$ cat src/rtl/multicycle_ctrl_if.sv
// -----------------------------------------------------------------------------
// multicycle_ctrl_if
// Bundle between the multicycle controller and its datapath/memory.
//   Datapath -> controller : op (opcode), zero (ALU flag), memReady (memory done)
//   Controller -> datapath : pcWrite, adrSrc, memWrite, irWrite, resultSrc,
//                            aluSrcA, aluSrcB, aluOp, immSrc, regWrite
//   Status                 : halted, illegal, busErr, instret
// Modports:
//   master : datapath side (drives op/zero/memReady, receives controls)
//   slave  : controller side
// -----------------------------------------------------------------------------
interface multicycle_ctrl_if #(
   parameter int CNT_W = 32
);
   logic [6:0]       op;
   logic             zero;
   logic             memReady;
   logic             pcWrite;
   logic             adrSrc;
   logic             memWrite;
   logic             irWrite;
   logic [1:0]       resultSrc;
   logic [1:0]       aluSrcA;
   logic [1:0]       aluSrcB;
   logic [1:0]       aluOp;
   logic [1:0]       immSrc;
   logic             regWrite;
   logic             halted;
   logic             illegal;
   logic             busErr;
   logic [CNT_W-1:0] instret;

   modport master (
      output op, zero, memReady,
      input  pcWrite, adrSrc, memWrite, irWrite, resultSrc, aluSrcA, aluSrcB,
             aluOp, immSrc, regWrite, halted, illegal, busErr, instret
   );

   modport slave (
      input  op, zero, memReady,
      output pcWrite, adrSrc, memWrite, irWrite, resultSrc, aluSrcA, aluSrcB,
             aluOp, immSrc, regWrite, halted, illegal, busErr, instret
   );
endinterface

$ cat src/rtl/multicycle_ctrl.sv
// -----------------------------------------------------------------------------
// multicycle_ctrl
// Moore control FSM for the multicycle RV32 core. Sequences fetch, decode,
// execute, memory and writeback; stalls on memReady; halts on an illegal
// opcode or on a memory wait timeout.
// Ports:
//   clk   : clock, rising edge
//   reset : asynchronous, active-high; forces every control output to 0
//   bus   : multicycle_ctrl_if.slave (opcode/flags in, controls/status out)
// Parameters:
//   CNT_W      : width of the retired-instruction counter
//   WAIT_LIMIT : memory-wait cycles tolerated before a bus error (1..255)
// Configuration macro:
//   MCCTRL_INSTRET_EN : when defined, instret counts retired instructions;
//                       otherwise instret is tied to 0.
// -----------------------------------------------------------------------------
module multicycle_ctrl #(
   parameter int CNT_W      = 32,
   parameter int WAIT_LIMIT = 15
) (
   input  logic               clk,
   input  logic               reset,
   multicycle_ctrl_if.slave   bus
);

   localparam logic [6:0] OP_LW   = 7'd3;
   localparam logic [6:0] OP_ITYP = 7'd19;
   localparam logic [6:0] OP_SW   = 7'd35;
   localparam logic [6:0] OP_RTYP = 7'd51;
   localparam logic [6:0] OP_BEQ  = 7'd99;
   localparam logic [6:0] OP_JAL  = 7'd111;
   localparam logic [7:0] WAIT_LIM_8 = 8'(WAIT_LIMIT);

   typedef enum logic [3:0] {
      ST_FETCH, ST_DECODE, ST_MEMADR, ST_MEMREAD, ST_MEMWB, ST_MEMWRITE,
      ST_EXECUTER, ST_EXECUTEI, ST_ALUWB, ST_BEQ, ST_JAL, ST_HALT
   } state_t;

   state_t     r_state;
   state_t     w_state_next;
   logic [7:0] r_wait;
   logic       r_illegal;
   logic       r_busErr;

   logic       w_mem_state;
   logic       w_timeout;
   logic       w_set_illegal;
   logic       w_set_buserr;
   logic       w_pc_update;
   logic       w_branch;
   logic       w_adr_src;
   logic       w_mem_write;
   logic       w_ir_write;
   logic       w_reg_write;
   logic       w_halted;
   logic [1:0] w_result_src;
   logic [1:0] w_alu_src_a;
   logic [1:0] w_alu_src_b;
   logic [1:0] w_alu_op;
   logic [1:0] w_imm_src;

   // States that wait on the memory handshake
   assign w_mem_state = (r_state == ST_FETCH) || (r_state == ST_MEMREAD) ||
                        (r_state == ST_MEMWRITE);
   // Counter has already absorbed WAIT_LIMIT stalled cycles and memory is
   // still not ready: give up on this access
   assign w_timeout   = w_mem_state && !bus.memReady && (r_wait == WAIT_LIM_8);

   always_ff @(posedge clk or posedge reset) begin
      if (reset) begin
         r_state   <= ST_FETCH;
         r_wait    <= 8'd0;
         r_illegal <= 1'b0;
         r_busErr  <= 1'b0;
      end else begin
         r_state <= w_state_next;
         // Only a stalled memory state keeps its state; every transition
         // (including re-entry of FETCH) starts the count from zero
         if (w_mem_state && (w_state_next == r_state)) begin
            r_wait <= r_wait + 8'd1;
         end else begin
            r_wait <= 8'd0;
         end
         if (w_set_illegal) begin
            r_illegal <= 1'b1;
         end
         if (w_set_buserr) begin
            r_busErr <= 1'b1;
         end
      end
   end

   always_comb begin
      w_state_next  = r_state;
      w_set_illegal = 1'b0;
      w_set_buserr  = 1'b0;
      w_pc_update   = 1'b0;
      w_branch      = 1'b0;
      w_adr_src     = 1'b0;
      w_mem_write   = 1'b0;
      w_ir_write    = 1'b0;
      w_reg_write   = 1'b0;
      w_halted      = 1'b0;
      w_result_src  = 2'b00;
      w_alu_src_a   = 2'b00;
      w_alu_src_b   = 2'b00;
      w_alu_op      = 2'b00;
      case (r_state)
         ST_FETCH: begin
            w_alu_src_b  = 2'b10;
            w_result_src = 2'b10;
            if (bus.memReady) begin
               w_ir_write   = 1'b1;
               w_pc_update  = 1'b1;
               w_state_next = ST_DECODE;
            end else if (w_timeout) begin
               w_set_buserr = 1'b1;
               w_state_next = ST_HALT;
            end
         end
         ST_DECODE: begin
            w_alu_src_a = 2'b01;
            w_alu_src_b = 2'b01;
            case (bus.op)
               OP_LW, OP_SW: w_state_next = ST_MEMADR;
               OP_RTYP:      w_state_next = ST_EXECUTER;
               OP_ITYP:      w_state_next = ST_EXECUTEI;
               OP_BEQ:       w_state_next = ST_BEQ;
               OP_JAL:       w_state_next = ST_JAL;
               default: begin
                  w_set_illegal = 1'b1;
                  w_state_next  = ST_HALT;
               end
            endcase
         end
         ST_MEMADR: begin
            w_alu_src_a  = 2'b10;
            w_alu_src_b  = 2'b01;
            w_state_next = (bus.op == OP_SW) ? ST_MEMWRITE : ST_MEMREAD;
         end
         ST_MEMREAD: begin
            w_adr_src = 1'b1;
            if (bus.memReady) begin
               w_state_next = ST_MEMWB;
            end else if (w_timeout) begin
               w_set_buserr = 1'b1;
               w_state_next = ST_HALT;
            end
         end
         ST_MEMWB: begin
            w_result_src = 2'b01;
            w_reg_write  = 1'b1;
            w_state_next = ST_FETCH;
         end
         ST_MEMWRITE: begin
            // Strobe held for the whole stall so the memory sees a stable write
            w_adr_src   = 1'b1;
            w_mem_write = 1'b1;
            if (bus.memReady) begin
               w_state_next = ST_FETCH;
            end else if (w_timeout) begin
               w_set_buserr = 1'b1;
               w_state_next = ST_HALT;
            end
         end
         ST_EXECUTER: begin
            w_alu_src_a  = 2'b10;
            w_alu_op     = 2'b10;
            w_state_next = ST_ALUWB;
         end
         ST_EXECUTEI: begin
            w_alu_src_a  = 2'b10;
            w_alu_src_b  = 2'b01;
            w_alu_op     = 2'b10;
            w_state_next = ST_ALUWB;
         end
         ST_ALUWB: begin
            w_reg_write  = 1'b1;
            w_state_next = ST_FETCH;
         end
         ST_BEQ: begin
            w_alu_src_a  = 2'b10;
            w_alu_op     = 2'b01;
            w_branch     = 1'b1;
            w_state_next = ST_FETCH;
         end
         ST_JAL: begin
            w_alu_src_a  = 2'b01;
            w_alu_src_b  = 2'b10;
            w_pc_update  = 1'b1;
            w_state_next = ST_ALUWB;
         end
         ST_HALT: begin
            w_halted = 1'b1;
         end
         default: begin
            w_state_next = ST_HALT;
         end
      endcase
   end

   always_comb begin
      w_imm_src = 2'b00;
      case (bus.op)
         OP_SW:   w_imm_src = 2'b01;
         OP_BEQ:  w_imm_src = 2'b10;
         OP_JAL:  w_imm_src = 2'b11;
         default: w_imm_src = 2'b00;
      endcase
   end

   // Reset masks every control output combinationally so an in-flight
   // write strobe drops the moment reset rises
   assign bus.pcWrite   = !reset && (w_pc_update || (w_branch && bus.zero));
   assign bus.adrSrc    = !reset && w_adr_src;
   assign bus.memWrite  = !reset && w_mem_write;
   assign bus.irWrite   = !reset && w_ir_write;
   assign bus.regWrite  = !reset && w_reg_write;
   assign bus.halted    = !reset && w_halted;
   assign bus.resultSrc = reset ? 2'b00 : w_result_src;
   assign bus.aluSrcA   = reset ? 2'b00 : w_alu_src_a;
   assign bus.aluSrcB   = reset ? 2'b00 : w_alu_src_b;
   assign bus.aluOp     = reset ? 2'b00 : w_alu_op;
   assign bus.immSrc    = reset ? 2'b00 : w_imm_src;
   assign bus.illegal   = r_illegal;
   assign bus.busErr    = r_busErr;

`ifdef MCCTRL_INSTRET_EN
   logic [CNT_W-1:0] r_instret;
   logic             w_retire;

   // An instruction retires when its last state hands back to FETCH; HALT
   // never returns to FETCH, and a timed-out store did not complete
   assign w_retire = (w_state_next == ST_FETCH) &&
                     ((r_state == ST_MEMWB) || (r_state == ST_MEMWRITE) ||
                      (r_state == ST_ALUWB) || (r_state == ST_BEQ));

   always_ff @(posedge clk or posedge reset) begin
      if (reset) begin
         r_instret <= '0;
      end else if (w_retire) begin
         r_instret <= r_instret + 1'b1;
      end
   end

   assign bus.instret = r_instret;
`else
   assign bus.instret = {CNT_W{1'b0}};
`endif

endmodule

$ cat src/flat_wrapper.sv
// flat-port wrapper written by rule: the top's interface ports become plain ports
module multicycle_ctrl_flat 
#(
   parameter int CNT_W      = 32,
   parameter int WAIT_LIMIT = 15
)
  (clk, reset, bus_op, bus_zero, bus_memReady, bus_pcWrite, bus_adrSrc, bus_memWrite, bus_irWrite, bus_resultSrc, bus_aluSrcA, bus_aluSrcB, bus_aluOp, bus_immSrc, bus_regWrite, bus_halted, bus_illegal, bus_busErr, bus_instret);
  multicycle_ctrl_if #(.CNT_W(CNT_W)) bus_i ();
  input  logic clk;
  input  logic reset;
  input wire logic [$bits(bus_i.op)-1:0] bus_op;
  input wire logic [$bits(bus_i.zero)-1:0] bus_zero;
  input wire logic [$bits(bus_i.memReady)-1:0] bus_memReady;
  output wire logic [$bits(bus_i.pcWrite)-1:0] bus_pcWrite;
  output wire logic [$bits(bus_i.adrSrc)-1:0] bus_adrSrc;
  output wire logic [$bits(bus_i.memWrite)-1:0] bus_memWrite;
  output wire logic [$bits(bus_i.irWrite)-1:0] bus_irWrite;
  output wire logic [$bits(bus_i.resultSrc)-1:0] bus_resultSrc;
  output wire logic [$bits(bus_i.aluSrcA)-1:0] bus_aluSrcA;
  output wire logic [$bits(bus_i.aluSrcB)-1:0] bus_aluSrcB;
  output wire logic [$bits(bus_i.aluOp)-1:0] bus_aluOp;
  output wire logic [$bits(bus_i.immSrc)-1:0] bus_immSrc;
  output wire logic [$bits(bus_i.regWrite)-1:0] bus_regWrite;
  output wire logic [$bits(bus_i.halted)-1:0] bus_halted;
  output wire logic [$bits(bus_i.illegal)-1:0] bus_illegal;
  output wire logic [$bits(bus_i.busErr)-1:0] bus_busErr;
  output wire logic [$bits(bus_i.instret)-1:0] bus_instret;
  assign bus_i.op = bus_op;
  assign bus_i.zero = bus_zero;
  assign bus_i.memReady = bus_memReady;
  assign bus_pcWrite = bus_i.pcWrite;
  assign bus_adrSrc = bus_i.adrSrc;
  assign bus_memWrite = bus_i.memWrite;
  assign bus_irWrite = bus_i.irWrite;
  assign bus_resultSrc = bus_i.resultSrc;
  assign bus_aluSrcA = bus_i.aluSrcA;
  assign bus_aluSrcB = bus_i.aluSrcB;
  assign bus_aluOp = bus_i.aluOp;
  assign bus_immSrc = bus_i.immSrc;
  assign bus_regWrite = bus_i.regWrite;
  assign bus_halted = bus_i.halted;
  assign bus_illegal = bus_i.illegal;
  assign bus_busErr = bus_i.busErr;
  assign bus_instret = bus_i.instret;
  multicycle_ctrl #(.CNT_W(CNT_W), .WAIT_LIMIT(WAIT_LIMIT)) u_core (.clk(clk), .reset(reset), .bus(bus_i));
endmodule
$ cat config.mk
export PLATFORM = sky130hd
export DESIGN_NAME = multicycle_ctrl_flat
export DESIGN_NICKNAME = d
export VERILOG_FILES = /design/src/rtl/multicycle_ctrl_if.sv /design/src/rtl/multicycle_ctrl.sv /design/src/flat_wrapper.sv
export SDC_FILE = /design/constraint.sdc
export NUM_CORES = 1
export LEC_CHECK = 0
export ABC_AREA = 1
export CAP_MARGIN = 20
export CELL_PAD_IN_SITES_DETAIL_PLACEMENT = 1
export CELL_PAD_IN_SITES_GLOBAL_PLACEMENT = 1
export CORE_ASPECT_RATIO = 0.75
export CORE_MARGIN = 2
export CORE_UTILIZATION = 30
export CTS_CLUSTER_DIAMETER = 80
export DETAILED_ROUTE_END_ITERATION = 7
export PLACE_DENSITY_LB_ADDON = 0.1
export RECOVER_POWER = 100
export SLEW_MARGIN = 15
export SYNTH_ARGS = -nofsm -noshare
export SYNTH_HDL_FRONTEND = slang
export SYNTH_SLANG_ARGS = --single-unit
$ cat constraint.sdc
create_clock -name clk -period 3.2 [get_ports clk]
set_clock_uncertainty 0.05 [all_clocks]
set_input_delay 0.96 -clock clk [delete_from_list [all_inputs] [get_ports clk]]
set_output_delay 0.96 -clock clk [all_outputs]
set_load 0.03 [all_outputs]
* Word-level counts from Yosys, hierarchy flattened *
Cells that the tools add are included.

word-level totals
  register bits = 14
  bits in latches = 0
  bits in writable memories = 0
  ROM bits = 0
  input bits = 11
  output and inout port bits = 50
  word-level logic and storage cells = 83
  memories = 0

operators by class
  add/sub/neg operators = 1
  multipliers = 0
  divide/modulo/power cells = 0
  order comparisons = 0
  equality and inequality tests = 19
  shift operators = 0
  multiplexer cells = 31
  bitwise logic cells = 0
  reductions and logical operators = 28

operator list
  operator                                                          count
  4-bit one-hot mux with 8 select lines                             1
  4-bit one-hot mux with 5 select lines                             1
  4-bit by 3-bit == test with 1-bit output (second input constant)  4
  4-bit == test (second input constant)                             4
  4-bit two-way mux                                                 4
  2-bit one-hot mux with 2 select lines                             4
  7-bit by 6-bit == test with 1-bit output (second input constant)  2
  7-bit == test (second input constant)                             2
  1-bit two-way mux                                                 12
  2-bit OR reduction                                                6
  3-bit OR reduction                                                4
  1-bit logical AND                                                 10
  2-bit two-way mux                                                 5
  8-bit by 1-bit adder with 8-bit output (second input constant)    1
  4-bit by 2-bit == test with 1-bit output (second input constant)  2
  8-bit by 4-bit == test with 1-bit output (second input constant)  1
  8-bit two-way mux                                                 1
  7-bit by 2-bit == test with 1-bit output (second input constant)  1
  7-bit by 5-bit == test with 1-bit output (second input constant)  1
  2-bit one-hot mux with 3 select lines                             1
  6-bit OR reduction                                                1
  4-bit by 1-bit == test with 1-bit output (second input constant)  1
  4-bit == test                                                     1
  4-bit logical NOT                                                 1
  5 further kinds                                                   8

* Logic depth before layout (Yosys ltp) *
Gate-level depths: netlist of run 1.

  depth in word-level cells = 11
  depth in mapped cells = 12
  depth with buffers taken out = 12

* Least setup slack after synthesis of run 1 *
OpenSTA, ideal clock, no wires.

  kind = input to output
  from = in bus_op[3]
  to = out bus_immSrc[1]
  arrival time = 2060 ps
  data required time = 2190 ps
  setup slack = 130 ps
  stages on the path = 5
  buffers on the path = 0
  path through = inv_1 nand2_1 nor2_1 inv_1 a211oi_1

between the ends
  cells in the longest elaborated chain, start to end = 3
  elaborated cells between the ends (all ways) = 5
  classes of those cells = eq/ne (3); mux (2)

RTL lines
  item                                                                              line                    RTL
  start, declared                                                                   flat_wrapper.sv:11      input wire logic [$bits(bus_i.op)-1:0] bus_op;
  7-bit == test / 7-bit by 6-bit == test with 1-bit output (equally long branches)  multicycle_ctrl.sv:204  case (bus.op)
  2-bit one-hot mux with 3 select lines *                                           multicycle_ctrl.sv:204
  2-bit two-way mux *                                                               multicycle_ctrl.sv:224  assign bus.immSrc = reset ? 2'b00 : w_imm_src;
  end, declared                                                                     flat_wrapper.sv:22      output wire logic [$bits(bus_i.immSrc)-1:0] bus_immSrc;

Mark *: on every way between the ends. The rest lies on a longest branch, timed or not.

* Worst setup path after layout of run 1 *
  from = in bus_op[6]
  to = out bus_immSrc[0]

The elaborated chain is that of the path after synthesis.

==> results.sh, run 1 <==
export IMPL_avgSynthCellArea_sq_um=6.62
export IMPL_crit_required_ns=2.19
export IMPL_synth_main_ff_cell="dfrtp_1"
export IMPL_cp_start_kind="input port"
export IMPL_peakVddDrop_v=0.000223
export IMPL_start_util=0.310
export IMPL_die_h_microns=62.7
export IMPL_gr_usage_all_layers=0.146
export IMPL_worstMarginPinSlew_ns=0.816
export IMPL_routed_wl_microns=3560
export IMPL_grt_max_degree=15
export IMPL_clkLatencyLatePin_ns=0.25
export IMPL_fin_ws_ns=0.0961
export IMPL_r2r_start="u_core.r_state[2]"
export IMPL_synth_simple_area_share=0.362
export IMPL_crit_type="input port to primary output"
export IMPL_crit_fanout=3
export IMPL_synth_top_cells_by_count="nor2_1 (39), buf_4 (32), nand2_1 (30)"
export IMPL_fin_crit_sh=0.970
export IMPL_critPathCaptureType="primary output"
export IMPL_place_inst=299
export IMPL_powerDensity_nw_per_um2=688
export IMPL_num_vias=1310
export IMPL_dp_slack_ns=-0.0273
export IMPL_synthTopCellsByArea="dfrtp_1 (25%), buf_4 (17%), nor2_1 (11%), nand2_1 (8.2%), inv_1 (6.8%)"
export IMPL_firstDrtPassIters=4
export IMPL_r2r_cells=11
export IMPL_endpoint="bus_immSrc[0]"
export IMPL_ant_nets=0
export IMPL_areaGrowthSynthToFinish_pct=24.6
export IMPL_cts_made_buffers=3
export IMPL_io_pins=61
export IMPL_diodes=0
export IMPL_drv_slew=0
export IMPL_yosys_area_share_adder=0.00908
export IMPL_syn_inst=208
export IMPL_fmax_mhz=322
export IMPL_clock_sinks=14
export IMPL_setup_tns_ns=0
export IMPL_relSlewSlack=0.456
export IMPL_arrival_ns=2.09
export IMPL_synth_area_sq_um=1380
export IMPL_antenna_found_initial=0
export IMPL_synth_compound_area_frac=0.0827
export IMPL_drtIter0Drc=56
export IMPL_synthXorXnorAreaFrac=0.0381
export IMPL_portBuffers=28
export IMPL_cts_tree="done"
export IMPL_synth_seq_area_share=0.254
export IMPL_synth_distinct_cells=26
export IMPL_async_flop_share=1.00
export IMPL_cts_root_buf="clkbuf_8"
export IMPL_synth_area_mux_share=0
export IMPL_drt_wirelength_per_cell_microns=11.7
export IMPL_ff2ff_setup_slack_ns=1.23
export IMPL_clock_path_buffers=2
export IMPL_postPlaceCellArea_sq_um=1620
export IMPL_layout_min_cycle_time_ns=3.10
export IMPL_htree_levels=1
export IMPL_dpl_hpwl_microns=3060
export IMPL_fp_coreArea_sq_um=4440
export IMPL_gr_total_overflow=0
export IMPL_yosys_warnings=0
export IMPL_status="complete, no violations"
export IMPL_yosysMostFrequentCell="nor2_1"
export IMPL_max_cap_violations=0
export IMPL_grt_pass1_wl_microns=5870
export IMPL_viasPerCell=4.31
export IMPL_path_clk_slew_ns=0.06
export IMPL_yosys_register_bits=14
export IMPL_crit_start="bus_op[6]"
export IMPL_hold_violations=0
export IMPL_rr_endpoint="u_core.r_wait[3]"
export IMPL_cellLeakagePower_nw=0.943
export IMPL_final_net_count=260
export IMPL_post_route_cell_area_sq_um=1720
export IMPL_grt_pass1_vias=1222
export IMPL_die_area_sq_um=5160
export IMPL_drc=0
export IMPL_hold_path_class="flop to flop"
export IMPL_synth_top_family_by_area="simple AND/OR/NAND/NOR gates"
export IMPL_synth_top_area_cell="dfrtp_1"
export IMPL_fp_row_count=21
export IMPL_fin_cells=304
export IMPL_synth_top_area_share=0.254
export IMPL_finalSetupViolCount=0
export IMPL_layout_drive_gt1_share=0.211
export IMPL_gp_congestion=0.815
export IMPL_synth_edf_count=0
export IMPL_fp_dieW_microns=82.2
export IMPL_cts_hold_buf=0
## cell families (layout without fill, tap and decap cells)
kind of cell / Yosys count / in the layout
and+or+nand+nor: 105 / 105
buffers and inverters: 60 / 68
AOI/OAI and AO/OA: 21 / 21
DFF: 14 / 14
xor gates and xnor gates: 6 / 6
adders and majority gates: 1 / 1
other: 1 / 32
## what timing repair did
action | CTS | global route
pin swaps | 0 | 4
gates resized for setup | 1 | 12
endpoints found under the setup margin | 1 | 2
buffers inserted | 0 | 1
## placed cells by master, fill, tap and decap left out, types with 2 or more instances in the layout
master,netlist,layout
a21oi_1,11,10
clkbuf_8,0,4
inv_2,2,2
nand2_1,30,29
nand2_2,5,6
nor2_1,39,36
conb_1,1,32
xor2_1,5,5
dfrtp_1,14,14
a31oi_1,2,2
inv_1,25,25
nor2_4,2,3
nand3_2,3,3
nand4_1,5,5
buf_4,32,24
nand3_1,14,14
dlymetal6s2s_1,0,5
nor2_2,3,5
clkdlybuf4s50_1,0,7
o21ai_0,6,6
## sequential cells by signal (all words and copies together), names as in the netlist
signal / cells
u_core.bus.busErr: 1
u_core.r_wait: 8
u_core.r_state: 4
u_core.bus.illegal: 1
## routing by layer
| layer | part of all wire | vias up | track usage |
|---|---|---|---|
| li1 | - | 671 | - |
| met1 | 0.55 | 591 | 0.238 |
| met2 | 0.38 | 44 | 0.200 |
| met3 | 0.065 | 4 | 0.0217 |
| met4 | 0.0081 | 0 | 0.0250 |
| met5 | 0 | - | 0 |
## worst min path at each step
stage / startpoint / endpoint / slack (ns) / cells past startpoint
after floorplan: u_core.r_wait[0] / u_core.r_wait[0] / 0.38 / 1
after global placement: u_core.r_wait[0] / u_core.r_wait[0] / 0.40 / 1
after detailed placement: u_core.r_wait[0] / u_core.r_wait[0] / 0.41 / 1
after CTS: u_core.r_wait[0] / u_core.r_wait[0] / 0.42 / 1
after global routing: u_core.bus.busErr / u_core.bus.busErr / 0.44 / 1
final: u_core.r_wait[0] / u_core.r_wait[0] / 0.42 / 1
## through the flow
stage               hold slack [ns]  utilization  power, mW
finish                        0.416        0.387       1.18
global route                  0.443        0.387       1.30
CTS                           0.421        0.378       1.20
detailed placement            0.413        0.365       1.02
global placement              0.403        0.365       1.01
floorplan                     0.382            -      0.843
## worst max-delay path: stages
cell	delay [ns]
clkdlybuf4s50_1	0.53
nand3_2	0.13
nor2_2	0.14
a21oi_2	0.06
nor2_1	0.11
buf_4	0.17
## power by group
part | switching [mW] | internal [mW] | leakage (nW)
registers | 0.0472 | 0.209 | 0.185
logic | 0.527 | 0.227 | 0.730
clock network | 0.0623 | 0.109 | 0.0288
## area by class of cell
cell class              instances  area (sq um)
flip-flops and latches         14           350
multi-input cells             165           822
well taps                      57          71.3
clock buffers                   4          55.1
inverters                      27           101
fillers                       619          2720
repair buffers                 37           317
(Power assumes the default switching activity.)
==> run 2, diff against run 1 <==
Settings changed: CTS_BUF_LIST set to sky130_fd_sc_hd__clkbuf_16, GPL_ROUTABILITY_DRIVEN set to 1.
==> run 2 against run 1 <==
Against the previous run: fmax stayed put; sequential power hardly changed; design area is 1.4% higher; largest cell class unchanged; largest power group unchanged; highest routed layer unchanged.
==> results.sh, run 2 (same netlist as run 1, synthesis figures left out) <==
export IMPL_switching_share=0.517
export IMPL_fin_crit_sh=0.970
export IMPL_gr_usage_all_layers=0.147
export IMPL_rr_endpoint="u_core.r_wait[3]"
export IMPL_cp_top_family="buffers and inverters"
export IMPL_p_seq_frac=0.206
export IMPL_r2r_start="u_core.r_state[2]"
export IMPL_crit_start="bus_op[6]"
export IMPL_crit_fanout=3
export IMPL_crit_type="input port to primary output"
export IMPL_arrival_ns=2.09
export IMPL_relSlewSlack=0.458
export IMPL_max_cap_violations=0
export IMPL_clkLatencyLatePin_ns=0.24
export IMPL_worstHoldStart="u_core.r_wait[0]"
export IMPL_ff2ff_setup_slack_ns=1.24
export IMPL_grt_pass1_wl_microns=5890
export IMPL_r2r_cells=11
export IMPL_power_frac_comb=0.605
export IMPL_cts_tree="done"
export IMPL_hold_path_class="flop to flop"
export IMPL_critical_path_slowest_cell="clkdlybuf4s50_1"
export IMPL_grt_max_degree=15
export IMPL_hold_path_end="u_core.r_wait[0]"
export IMPL_critPathCaptureType="primary output"
export IMPL_cts_made_buffers=3
export IMPL_cts_root_buf="clkbuf_16"
export IMPL_htree_levels=1
export IMPL_fin_ws_ns=0.0961
export IMPL_cts_hold_buf=0
export IMPL_grt_pass1_vias=1223
export IMPL_gr_total_overflow=0
export IMPL_num_vias=1312
export IMPL_layout_drive_gt1_share=0.206
export IMPL_status="complete, no violations"
export IMPL_crit_chain="clkdlybuf4s50_1 -> nand3_2 -> nor2_2 -> a21oi_2 -> nor2_1 -> buf_4"
export IMPL_path_buf_inv=2
export IMPL_drc=0
export IMPL_die_h_microns=62.7
export IMPL_whs_ns=0.414
export IMPL_totalPowerFinal_mw=1.24
export IMPL_routed_wl_microns=3570
export IMPL_fp_coreArea_sq_um=4440
export IMPL_regMostFlops="u_core.r_wait"
export IMPL_start_util=0.310
export IMPL_drtIter0Drc=67
export IMPL_io_pins=61
export IMPL_cp_start_kind="input port"
export IMPL_ant_nets=0
export IMPL_holdPathStages=1
export IMPL_crit_required_ns=2.19
export IMPL_cpPeakStageDelay_ns=0.53
export IMPL_drv_slew=0
export IMPL_hold_violations=0
export IMPL_worstMarginPinSlew_ns=0.813
export IMPL_switchingPower_mw=0.643
export IMPL_gp_congestion=0.815
export IMPL_dpl_hpwl_microns=3060
export IMPL_path_clk_slew_ns=0.04
export IMPL_firstDrtPassIters=4
export IMPL_peakVddDrop_v=0.000305
export IMPL_clock_path_buffers=2
export IMPL_cellLeakagePower_nw=0.953
export IMPL_intPower_mw=0.601
export IMPL_layout_min_cycle_time_ns=3.10
export IMPL_viasPerCell=4.32
export IMPL_clock_sinks=14
export IMPL_clkPwrFrac=0.189
export IMPL_largest_reg_flops=8
export IMPL_final_common_cell="nor2_1"
export IMPL_layout_common_cells="nor2_1 (36), conb_1 (32), nand2_1 (29), inv_1 (25), buf_4 (24)"
export IMPL_finalSetupViolCount=0
export IMPL_antenna_found_initial=0
export IMPL_fp_dieW_microns=82.2
export IMPL_fmax_mhz=322
export IMPL_dp_slack_ns=-0.0273
export IMPL_die_area_sq_um=5160
export IMPL_diodes=0
export IMPL_portBuffers=28
export IMPL_areaGrowthSynthToFinish_pct=26.3
export IMPL_final_net_count=260
export IMPL_reg_top3="u_core.r_wait: 8 flops, u_core.r_state: 4 flops"
export IMPL_fp_row_count=21
export IMPL_powerDensity_nw_per_um2=715
export IMPL_drt_wirelength_per_cell_microns=11.7
[run 2: layout make-up]
type	count	area (sq um)
clock buffer	3	75.1
sequential	14	350
timing repair buffer	37	317
fill	615	2700
tap	57	71.3
clock inverter	1	3.75
inverter	27	101
multi-input combinational	165	822
[run 2: through the flow]
| stage | cells | util | instance area [sq um] | setup TNS (ns) |
|---|---|---|---|---|
| floorplan | 239 | - | 1490 | 0 |
| global route | 304 | 0.392 | 1740 | -0.0268 |
| CTS | 303 | 0.383 | 1700 | 0 |
| detailed placement | 299 | 0.365 | 1620 | -0.0273 |
| global placement | 299 | 0.365 | 1620 | -0.00882 |
| finish | 304 | 0.392 | 1740 | 0 |
[run 2: power by group through the flow]
stage	Clock, mW	Combinational, mW	Sequential, mW
after global placement	0	0.757	0.258
final	0.235	0.752	0.257
after CTS	0.243	0.763	0.256
after floorplan	0	0.598	0.245
after detailed placement	0	0.760	0.258
after global routing	0.252	0.855	0.263
[run 2: per-layer routing]
layer  vias to the layer above  part of all wire  wire length (microns)  GRT usage
met5                         -                 0                      0          0
li1                        671                 -                      -          -
met3                         2             0.068                    241     0.0260
met2                        42              0.38                   1340      0.201
met4                         0            0.0036                     13     0.0250
met1                       597              0.55                   1970      0.238
[run 2: timing repair]
action | in CTS | in global routing
buffers inserted | 0 | 1
resized for setup | 1 | 12
pin swaps | 0 | 4
setup endpoints to repair | 1 | 2
gates cloned | 0 | 0
[run 2: how the worst max path moves through the flow]
stage / to / slack (ns) / cells past startpoint
after floorplan: bus_immSrc[1] / 0.13 / 5
after global placement: bus_immSrc[0] / -0.009 / 6
after detailed placement: bus_immSrc[1] / -0.03 / 6
after CTS: bus_immSrc[0] / 0.02 / 6
after global routing: bus_immSrc[0] / -0.03 / 6
final: bus_immSrc[0] / 0.1 / 6
[run 2: worst reg2reg max path, stage by stage (launching register included)]
cell and delay, ns:
dfrtp_1 0.46, nor2_2 0.31, inv_2 0.10, nor2_4 0.21
nand2_2 0.07, nor2_1 0.10, nor2_1 0.07, nand3_1 0.10
nand2_2 0.07, nor2_4 0.10, nand3_4 0.13, nor2_1 0.12
